[src/rtl/uart_pkg.sv]
// Shared constants and types for the UART bit-timing strobe generator.
package uart_pkg;

    localparam int UART_DIV_WIDTH  = 16;
    localparam int UART_FRAC_WIDTH = 4;
    localparam int UART_OVERSAMPLE = 16;

    // Divisor as carried by the default-width configuration path.
    typedef struct packed {
        logic [UART_DIV_WIDTH-1:0]  div_int;
        logic [UART_FRAC_WIDTH-1:0] div_frac;
    } uart_div_t;

endpackage

[src/rtl/uart_baud_gen_if.sv]
// Configuration and strobe bundle between a UART core and the baud generator.
interface uart_baud_gen_if #(
    parameter int DIV_WIDTH  = 16,
    parameter int FRAC_WIDTH = 4
);
    logic [DIV_WIDTH-1:0]  i_divisor;
    logic [FRAC_WIDTH-1:0] i_div_frac;
    logic                  i_div_load;
    logic                  o_div_pending;
    logic                  i_tx_strb_en;
    logic                  o_tx_strb;
    logic                  i_rx_strb_en;
    logic                  o_rx_os_strb;
    logic                  o_rx_mid_strb;

    modport master (
        output i_divisor, i_div_frac, i_div_load, i_tx_strb_en, i_rx_strb_en,
        input  o_div_pending, o_tx_strb, o_rx_os_strb, o_rx_mid_strb
    );

    modport slave (
        input  i_divisor, i_div_frac, i_div_load, i_tx_strb_en, i_rx_strb_en,
        output o_div_pending, o_tx_strb, o_rx_os_strb, o_rx_mid_strb
    );
endinterface

[src/rtl/uart_frac_div.sv]
// Fractional clock divider: emits a one-cycle base tick every Deff or Deff+1
// cycles so that N ticks span N*Deff + floor(N*F/2^FRAC_WIDTH) cycles.
module uart_frac_div #(
    parameter int DIV_WIDTH  = 16,
    parameter int FRAC_WIDTH = 4
) (
    input  logic                  clk,
    input  logic                  rst_n,
    input  logic                  en,
    input  logic [DIV_WIDTH-1:0]  div_int,
    input  logic [FRAC_WIDTH-1:0] div_frac,
    output logic                  tick
);

    // One extra bit so a stretched period of 2^DIV_WIDTH cycles still fits.
    logic [DIV_WIDTH:0]    cnt;
    logic [DIV_WIDTH:0]    period_m1;
    logic [DIV_WIDTH-1:0]  d_eff;
    logic [FRAC_WIDTH-1:0] acc;
    logic [FRAC_WIDTH:0]   acc_sum;

    // Period of the current interval: stretched by one cycle whenever the
    // accumulation performed at its closing tick overflows.
    always_comb begin
        d_eff     = (div_int == '0) ? DIV_WIDTH'(1) : div_int;
        acc_sum   = {1'b0, acc} + {1'b0, div_frac};
        period_m1 = {1'b0, d_eff} - (DIV_WIDTH+1)'(1) + (DIV_WIDTH+1)'(acc_sum[FRAC_WIDTH]);
        tick      = en && (cnt == period_m1);
    end

    // Base counter and fractional accumulator; both held at zero while idle.
    always_ff @(posedge clk) begin
        if (!rst_n || !en) begin
            cnt <= '0;
            acc <= '0;
        end else if (tick) begin
            cnt <= '0;
            acc <= acc_sum[FRAC_WIDTH-1:0];
        end else begin
            cnt <= cnt + 1'b1;
        end
    end

endmodule

[src/rtl/uart_baud_gen.sv]
// UART bit-timing strobe generator: shadowed divisor, independent TX and RX
// fractional dividers, oversample counters and registered strobes.
module uart_baud_gen
    import uart_pkg::*;
#(
    parameter int DIV_WIDTH  = UART_DIV_WIDTH,
    parameter int FRAC_WIDTH = UART_FRAC_WIDTH,
    parameter int OVERSAMPLE = UART_OVERSAMPLE
) (
    input  logic           clk,
    input  logic           rst_n,
    uart_baud_gen_if.slave bus
);

    localparam int OS_W = $clog2(OVERSAMPLE);
    localparam logic [OS_W-1:0] OS_LAST = OS_W'(OVERSAMPLE - 1);
    localparam logic [OS_W-1:0] OS_MID  = OS_W'(OVERSAMPLE / 2 - 1);

    typedef struct packed {
        logic [DIV_WIDTH-1:0]  div_int;
        logic [FRAC_WIDTH-1:0] div_frac;
    } div_cfg_t;

    localparam div_cfg_t DIV_RESET = '{div_int: DIV_WIDTH'(1), div_frac: FRAC_WIDTH'(0)};

    div_cfg_t        shadow;
    div_cfg_t        tx_act;
    div_cfg_t        rx_act;
    div_cfg_t        tx_use;
    div_cfg_t        rx_use;
    logic            tx_pend;
    logic            rx_pend;
    logic            tx_en_q;
    logic            rx_en_q;
    logic            tx_apply;
    logic            rx_apply;
    logic            tx_tick;
    logic            rx_tick;
    logic [OS_W-1:0] tx_os_cnt;
    logic [OS_W-1:0] rx_os_cnt;
    logic            tx_strb;
    logic            rx_os_strb;
    logic            rx_mid_strb;

    // A channel may take the shadow value while idle or in its first enabled
    // cycle (counters still at zero), so a rising enable sees the new divisor.
    always_comb begin
        tx_apply = tx_pend && (!bus.i_tx_strb_en || !tx_en_q);
        rx_apply = rx_pend && (!bus.i_rx_strb_en || !rx_en_q);
        tx_use   = tx_apply ? shadow : tx_act;
        rx_use   = rx_apply ? shadow : rx_act;
    end

    // Shadow divisor written by the load pulse.
    always_ff @(posedge clk) begin
        if (!rst_n)
            shadow <= DIV_RESET;
        else if (bus.i_div_load)
            shadow <= '{div_int: bus.i_divisor, div_frac: bus.i_div_frac};
    end

    // Per-channel active divisor and pending flag; a load in the apply cycle
    // keeps the flag set so the newer value is picked up afterwards.
    always_ff @(posedge clk) begin
        if (!rst_n) begin
            tx_act  <= DIV_RESET;
            rx_act  <= DIV_RESET;
            tx_pend <= 1'b0;
            rx_pend <= 1'b0;
            tx_en_q <= 1'b0;
            rx_en_q <= 1'b0;
        end else begin
            tx_en_q <= bus.i_tx_strb_en;
            rx_en_q <= bus.i_rx_strb_en;
            if (tx_apply) begin
                tx_act  <= shadow;
                tx_pend <= 1'b0;
            end
            if (rx_apply) begin
                rx_act  <= shadow;
                rx_pend <= 1'b0;
            end
            if (bus.i_div_load) begin
                tx_pend <= 1'b1;
                rx_pend <= 1'b1;
            end
        end
    end

    uart_frac_div #(
        .DIV_WIDTH  (DIV_WIDTH),
        .FRAC_WIDTH (FRAC_WIDTH)
    ) u_tx_div (
        .clk      (clk),
        .rst_n    (rst_n),
        .en       (bus.i_tx_strb_en),
        .div_int  (tx_use.div_int),
        .div_frac (tx_use.div_frac),
        .tick     (tx_tick)
    );

    uart_frac_div #(
        .DIV_WIDTH  (DIV_WIDTH),
        .FRAC_WIDTH (FRAC_WIDTH)
    ) u_rx_div (
        .clk      (clk),
        .rst_n    (rst_n),
        .en       (bus.i_rx_strb_en),
        .div_int  (rx_use.div_int),
        .div_frac (rx_use.div_frac),
        .tick     (rx_tick)
    );

    // Oversample tick counters, cleared whenever their channel is idle.
    always_ff @(posedge clk) begin
        if (!rst_n || !bus.i_tx_strb_en)
            tx_os_cnt <= '0;
        else if (tx_tick)
            tx_os_cnt <= tx_os_cnt + 1'b1;

        if (!rst_n || !bus.i_rx_strb_en)
            rx_os_cnt <= '0;
        else if (rx_tick)
            rx_os_cnt <= rx_os_cnt + 1'b1;
    end

    // Registered strobes, one cycle after the tick that produces them.
    always_ff @(posedge clk) begin
        if (!rst_n) begin
            tx_strb     <= 1'b0;
            rx_os_strb  <= 1'b0;
            rx_mid_strb <= 1'b0;
        end else begin
            tx_strb     <= tx_tick && (tx_os_cnt == OS_LAST);
            rx_os_strb  <= rx_tick;
            rx_mid_strb <= rx_tick && (rx_os_cnt == OS_MID);
        end
    end

    assign bus.o_tx_strb     = tx_strb;
    assign bus.o_rx_os_strb  = rx_os_strb;
    assign bus.o_rx_mid_strb = rx_mid_strb;
    assign bus.o_div_pending = tx_pend | rx_pend;

endmodule

[src/flat_wrapper.sv]
// flat-port wrapper written by rule: the top's interface ports become plain ports
module uart_baud_gen_flat import uart_pkg::*;
#(
    parameter int DIV_WIDTH  = UART_DIV_WIDTH,
    parameter int FRAC_WIDTH = UART_FRAC_WIDTH,
    parameter int OVERSAMPLE = UART_OVERSAMPLE
)
  (clk, rst_n, bus_i_divisor, bus_i_div_frac, bus_i_div_load, bus_i_tx_strb_en, bus_i_rx_strb_en, bus_o_div_pending, bus_o_tx_strb, bus_o_rx_os_strb, bus_o_rx_mid_strb);
  uart_baud_gen_if #(.DIV_WIDTH(DIV_WIDTH), .FRAC_WIDTH(FRAC_WIDTH)) bus_i ();
  input  logic clk;
  input  logic rst_n;
  input wire logic [$bits(bus_i.i_divisor)-1:0] bus_i_divisor;
  input wire logic [$bits(bus_i.i_div_frac)-1:0] bus_i_div_frac;
  input wire logic [$bits(bus_i.i_div_load)-1:0] bus_i_div_load;
  input wire logic [$bits(bus_i.i_tx_strb_en)-1:0] bus_i_tx_strb_en;
  input wire logic [$bits(bus_i.i_rx_strb_en)-1:0] bus_i_rx_strb_en;
  output wire logic [$bits(bus_i.o_div_pending)-1:0] bus_o_div_pending;
  output wire logic [$bits(bus_i.o_tx_strb)-1:0] bus_o_tx_strb;
  output wire logic [$bits(bus_i.o_rx_os_strb)-1:0] bus_o_rx_os_strb;
  output wire logic [$bits(bus_i.o_rx_mid_strb)-1:0] bus_o_rx_mid_strb;
  assign bus_i.i_divisor = bus_i_divisor;
  assign bus_i.i_div_frac = bus_i_div_frac;
  assign bus_i.i_div_load = bus_i_div_load;
  assign bus_i.i_tx_strb_en = bus_i_tx_strb_en;
  assign bus_i.i_rx_strb_en = bus_i_rx_strb_en;
  assign bus_o_div_pending = bus_i.o_div_pending;
  assign bus_o_tx_strb = bus_i.o_tx_strb;
  assign bus_o_rx_os_strb = bus_i.o_rx_os_strb;
  assign bus_o_rx_mid_strb = bus_i.o_rx_mid_strb;
  uart_baud_gen #(.DIV_WIDTH(DIV_WIDTH), .FRAC_WIDTH(FRAC_WIDTH), .OVERSAMPLE(OVERSAMPLE)) u_core (.clk(clk), .rst_n(rst_n), .bus(bus_i));
endmodule
[config.mk]
export PLATFORM = sky130hd
export DESIGN_NAME = uart_baud_gen_flat
export DESIGN_NICKNAME = d
export VERILOG_FILES = /design/src/rtl/uart_pkg.sv /design/src/rtl/uart_baud_gen_if.sv /design/src/rtl/uart_frac_div.sv /design/src/rtl/uart_baud_gen.sv /design/src/flat_wrapper.sv
export SDC_FILE = /design/constraint.sdc
export NUM_CORES = 1
export LEC_CHECK = 0
export CAP_MARGIN = 40
export CORE_MARGIN = 1.5
export CORE_UTILIZATION = 55
export CTS_CLUSTER_SIZE = 10
export DETAILED_ROUTE_END_ITERATION = 7
export PLACE_DENSITY_LB_ADDON = 0.12
export SLEW_MARGIN = 30
export SYNTH_ARGS = -nofsm -noshare
export SYNTH_HDL_FRONTEND = slang
export SYNTH_SLANG_ARGS = --single-unit
[constraint.sdc]
create_clock -name clk -period 5.95 [get_ports clk]
set_clock_uncertainty 0.15 [all_clocks]
set_input_delay 1.19 -clock clk [delete_from_list [all_inputs] [get_ports clk]]
set_output_delay 1.19 -clock clk [all_outputs]
set_load 0.01 [all_outputs]
==> reports/metrics.cfg <==
[floorplan]
placementRows=39
start_util=0.5696
fp.dieH_um=112.2
die_area_sq_mm=0.01259
die_w_um=112.2
io_pins=29
core-area_sq_mm=0.01152

[timing]
slew_headroom=0.5539
tightest_slew_ns=0.6631
finalSetupViolations=0
fin_crit_sh=0.9427
finalMaxSlewViolations=0
finalWorstSetupSlack_ns=0.3412
rsz0062_at_grt=no
fmax_mhz=178.3
fin_crit_ns=5.609
finalHoldViolCount=0

[clock_network]
ctsResizeCount=0
cts_setup_buffers=0
clk_pin_slew_worst_paths_ns=0.05
holdBufCountCts=0
root_buffer=clkbuf_16
cts.sinks=117
cts-buffers-inserted=17
htree_levels=4
cts_tree=done
clk_path_buf_depth=2
clock_latency_ns=0.42

[critical_path]
end_kind=register
worstSetupPathType=input port to register
crit_path_top_delay_cell=clkdlybuf4s50_1
reg2reg_slack_ns=1.18
path_cells=clkdlybuf4s50_1 -> a21bo_2 -> nand2_1 -> nand2_1 -> ha_1 -> fa_1 -> a21o_1 -> a21oi_1 -> ha_1 -> ha_1 -> nor3b_2 -> a211oi_1 -> a31oi_1 -> a311oi_1 -> a2111oi_1 -> buf_4 -> o211ai_1 -> o21ai_2 -> buf_4 -> nor2_1
critPathBufInv=3
cp_max_fo=17
startpoint_type=input port
required_ns=6.10
cpMostUsedCell=ha_1
worstPathArrival_ns=5.76
slowest_delay_ns=0.53
cpLargestDelayFamily=compound AO/OA/AOI/OAI gates

[hold_path]
hp-class=register to register

[yosys]
syn_nets=835
syn-mean-instance-area_sq_um=8.283
synth_cells=792
synth_cell_types=66
synth.ff_latch_count=117
synth_edf_count=0
synth_ff_type=dfxtp_1
yosysSeqAreaShare=0.3570
synth_area_sq_mm=0.006560
ys_warn_count=0
async_flop_share=0

[route]
vias=5779
wl_per_cell_um=16.92
highest_layer=met4
wl_met3_um=909
wl_met1_mm=7.696
drtPass1Iterations=6
drtIter0Drc=526
ant_nets=0
wirelength_mm=16.39
route.detailed.drc=0
dr_wl_met2_mm=7.394
vias_per_cell=5.964

[finish]
stdcell_count=969
n_fill_cell=965
n_antenna_cell=0
utilization=0.6580
fin_area_sq_mm=0.007577
layout-drive-gt1-share=0.08475
areaGrowthSynthToFinish_pct=15.51
nets=857

[pwr]
p_per_area_mw_per_mm2=278.6
finalPower_w=0.002111
power.leakage_nw=3.104
vdd_drop_max_v=0.0002157

[placed_design]
place_hpwl_mm=11.65
dp_cells=937
place_ws_ns=-0.02270
place.gp.congestion=0.8942
port_buffers=28
postPlaceCellArea_sq_mm=0.007005

[global_routing]
antenna_found_initial=0
grt_pass1_wl_mm=27.27
grt_pass1_vias=5549
grt.total_usage=0.2719
grt_max_degree=56
grt_overflow=0

[run]
cap_violations=0

[status]
status=completed

-- synth_stat cells, types with 4 or more instances --
cell type	number	share of area
nand4b_1	5	0.0067
or4_1	7	0.0080
and2_1	9	0.0086
or3_1	5	0.0048
nand3_1	40	0.031
dfxtp_1	117	0.36
nor3b_1	5	0.0057
inv_1	11	0.0063
nand2b_1	7	0.0067
o31ai_1	5	0.0057
nor4_1	14	0.013
a211oi_1	5	0.0057
a21o_1	6	0.0069
buf_1	7	0.0040
clkbuf_1	31	0.018
xnor2_1	43	0.057
and3_1	9	0.0086
mux2i_1	48	0.073
ha_1	16	0.031
o21ai_0	21	0.016
a21oi_1	43	0.033
a21boi_0	4	0.0046
nor2_1	111	0.064
buf_2	8	0.0061
nor3_1	26	0.020
xor2_1	38	0.051
mux2_2	4	0.0069
nand4_1	20	0.019
nand2_1	64	0.037
o211ai_1	4	0.0046
a31oi_1	7	0.0067
-- placed cells by master (no fill, tap or decap), drive strengths merged, types with 21 or more instances in the layout --
cell type      synthesis  layout
clkdlybuf4s50          0      28
mux2i                 49      49
nand2                 64      64
nor2                 111     111
buf                   17      22
nand4                 21      21
xor2                  38      38
a21oi                 43      43
nand3                 40      40
xnor2                 43      43
clkbuf                31      29
nor3                  26      26
o21ai                 23      23
dfxtp                117     117
-- state kept, by name, indices dropped and copies added, names as in the netlist, 4 cells and up --
name,count
u_core.rx_act,20
u_core.rx_os_cnt,4
u_core.shadow,20
u_core.tx_act,20
u_core.tx_os_cnt,4
u_core.u_rx_div.acc,4
u_core.u_rx_div.cnt,17
u_core.u_tx_div.acc,4
u_core.u_tx_div.cnt,17
-- path summary, 6_finish.rpt --
check	to	depth (start not counted)	startpoint
worst min register to register	u_core.rx_os_cnt[3]	2	u_core.rx_os_cnt[3]
worst min-delay path	u_core.rx_os_cnt[3]	2	u_core.rx_os_cnt[3]
worst max register to register	u_core.tx_os_cnt[3]	15	u_core.shadow[7]
worst max-delay path	u_core.u_rx_div.cnt[6]	20	bus_i_rx_strb_en
-- tightest hold or removal path: cells and delay by family (launching register included) --
kind	cells	cell delay [ns]
and+or+nand+nor	1	0.05
DFF	1	0.31
muxes	1	0.05
-- metrics by stage --
stage / setup TNS (ns) / hold slack (ns)
after floorplan: 0 / 0.2851
after global placement: 0 / 0.2999
after detailed placement: -0.1243 / 0.3057
after CTS: 0 / 0.3135
after global routing: 0 / 0.3316
final: 0 / 0.3099
-- cells by family after synthesis --
kind of cell / synth area share
mux: 0.08220
flops: 0.3570
xor+xnor: 0.1081
simple gates: 0.2582
fa+ha+maj: 0.03662
compound gates: 0.1202
buf+inv: 0.03757
-- metal layers --
layer,vias up,track usage
li1,2843,-
met1,2736,0.3654
met5,-,0
met4,0,0.1105
met2,166,0.4237
met3,34,0.06371
-- final cells by class --
type | count | area [sq um] | area share
inverter | 11 | 41.29 | 0.005449
sequential | 117 | 2342 | 0.3091
clock inverter | 3 | 40.04 | 0.005284
multi-input combinational | 616 | 3985 | 0.5259
timing repair buffer | 51 | 462.9 | 0.06110
clock buffer | 28 | 526.8 | 0.06952
tap | 143 | 178.9 | 0.02361
-- power breakdown --
| group | switching (W) | leakage (nW) | internal (W) |
|---|---|---|---|
| Clock | 0.000340 | 0.280 | 0.000637 |
| Combinational | 0.000171 | 1.87 | 0.000127 |
| Sequential | 0.0000321 | 0.950 | 0.000805 |
| Total | 0.000543 | 3.10 | 0.00157 |
Note: power is estimated with default switching activity, not from simulation.
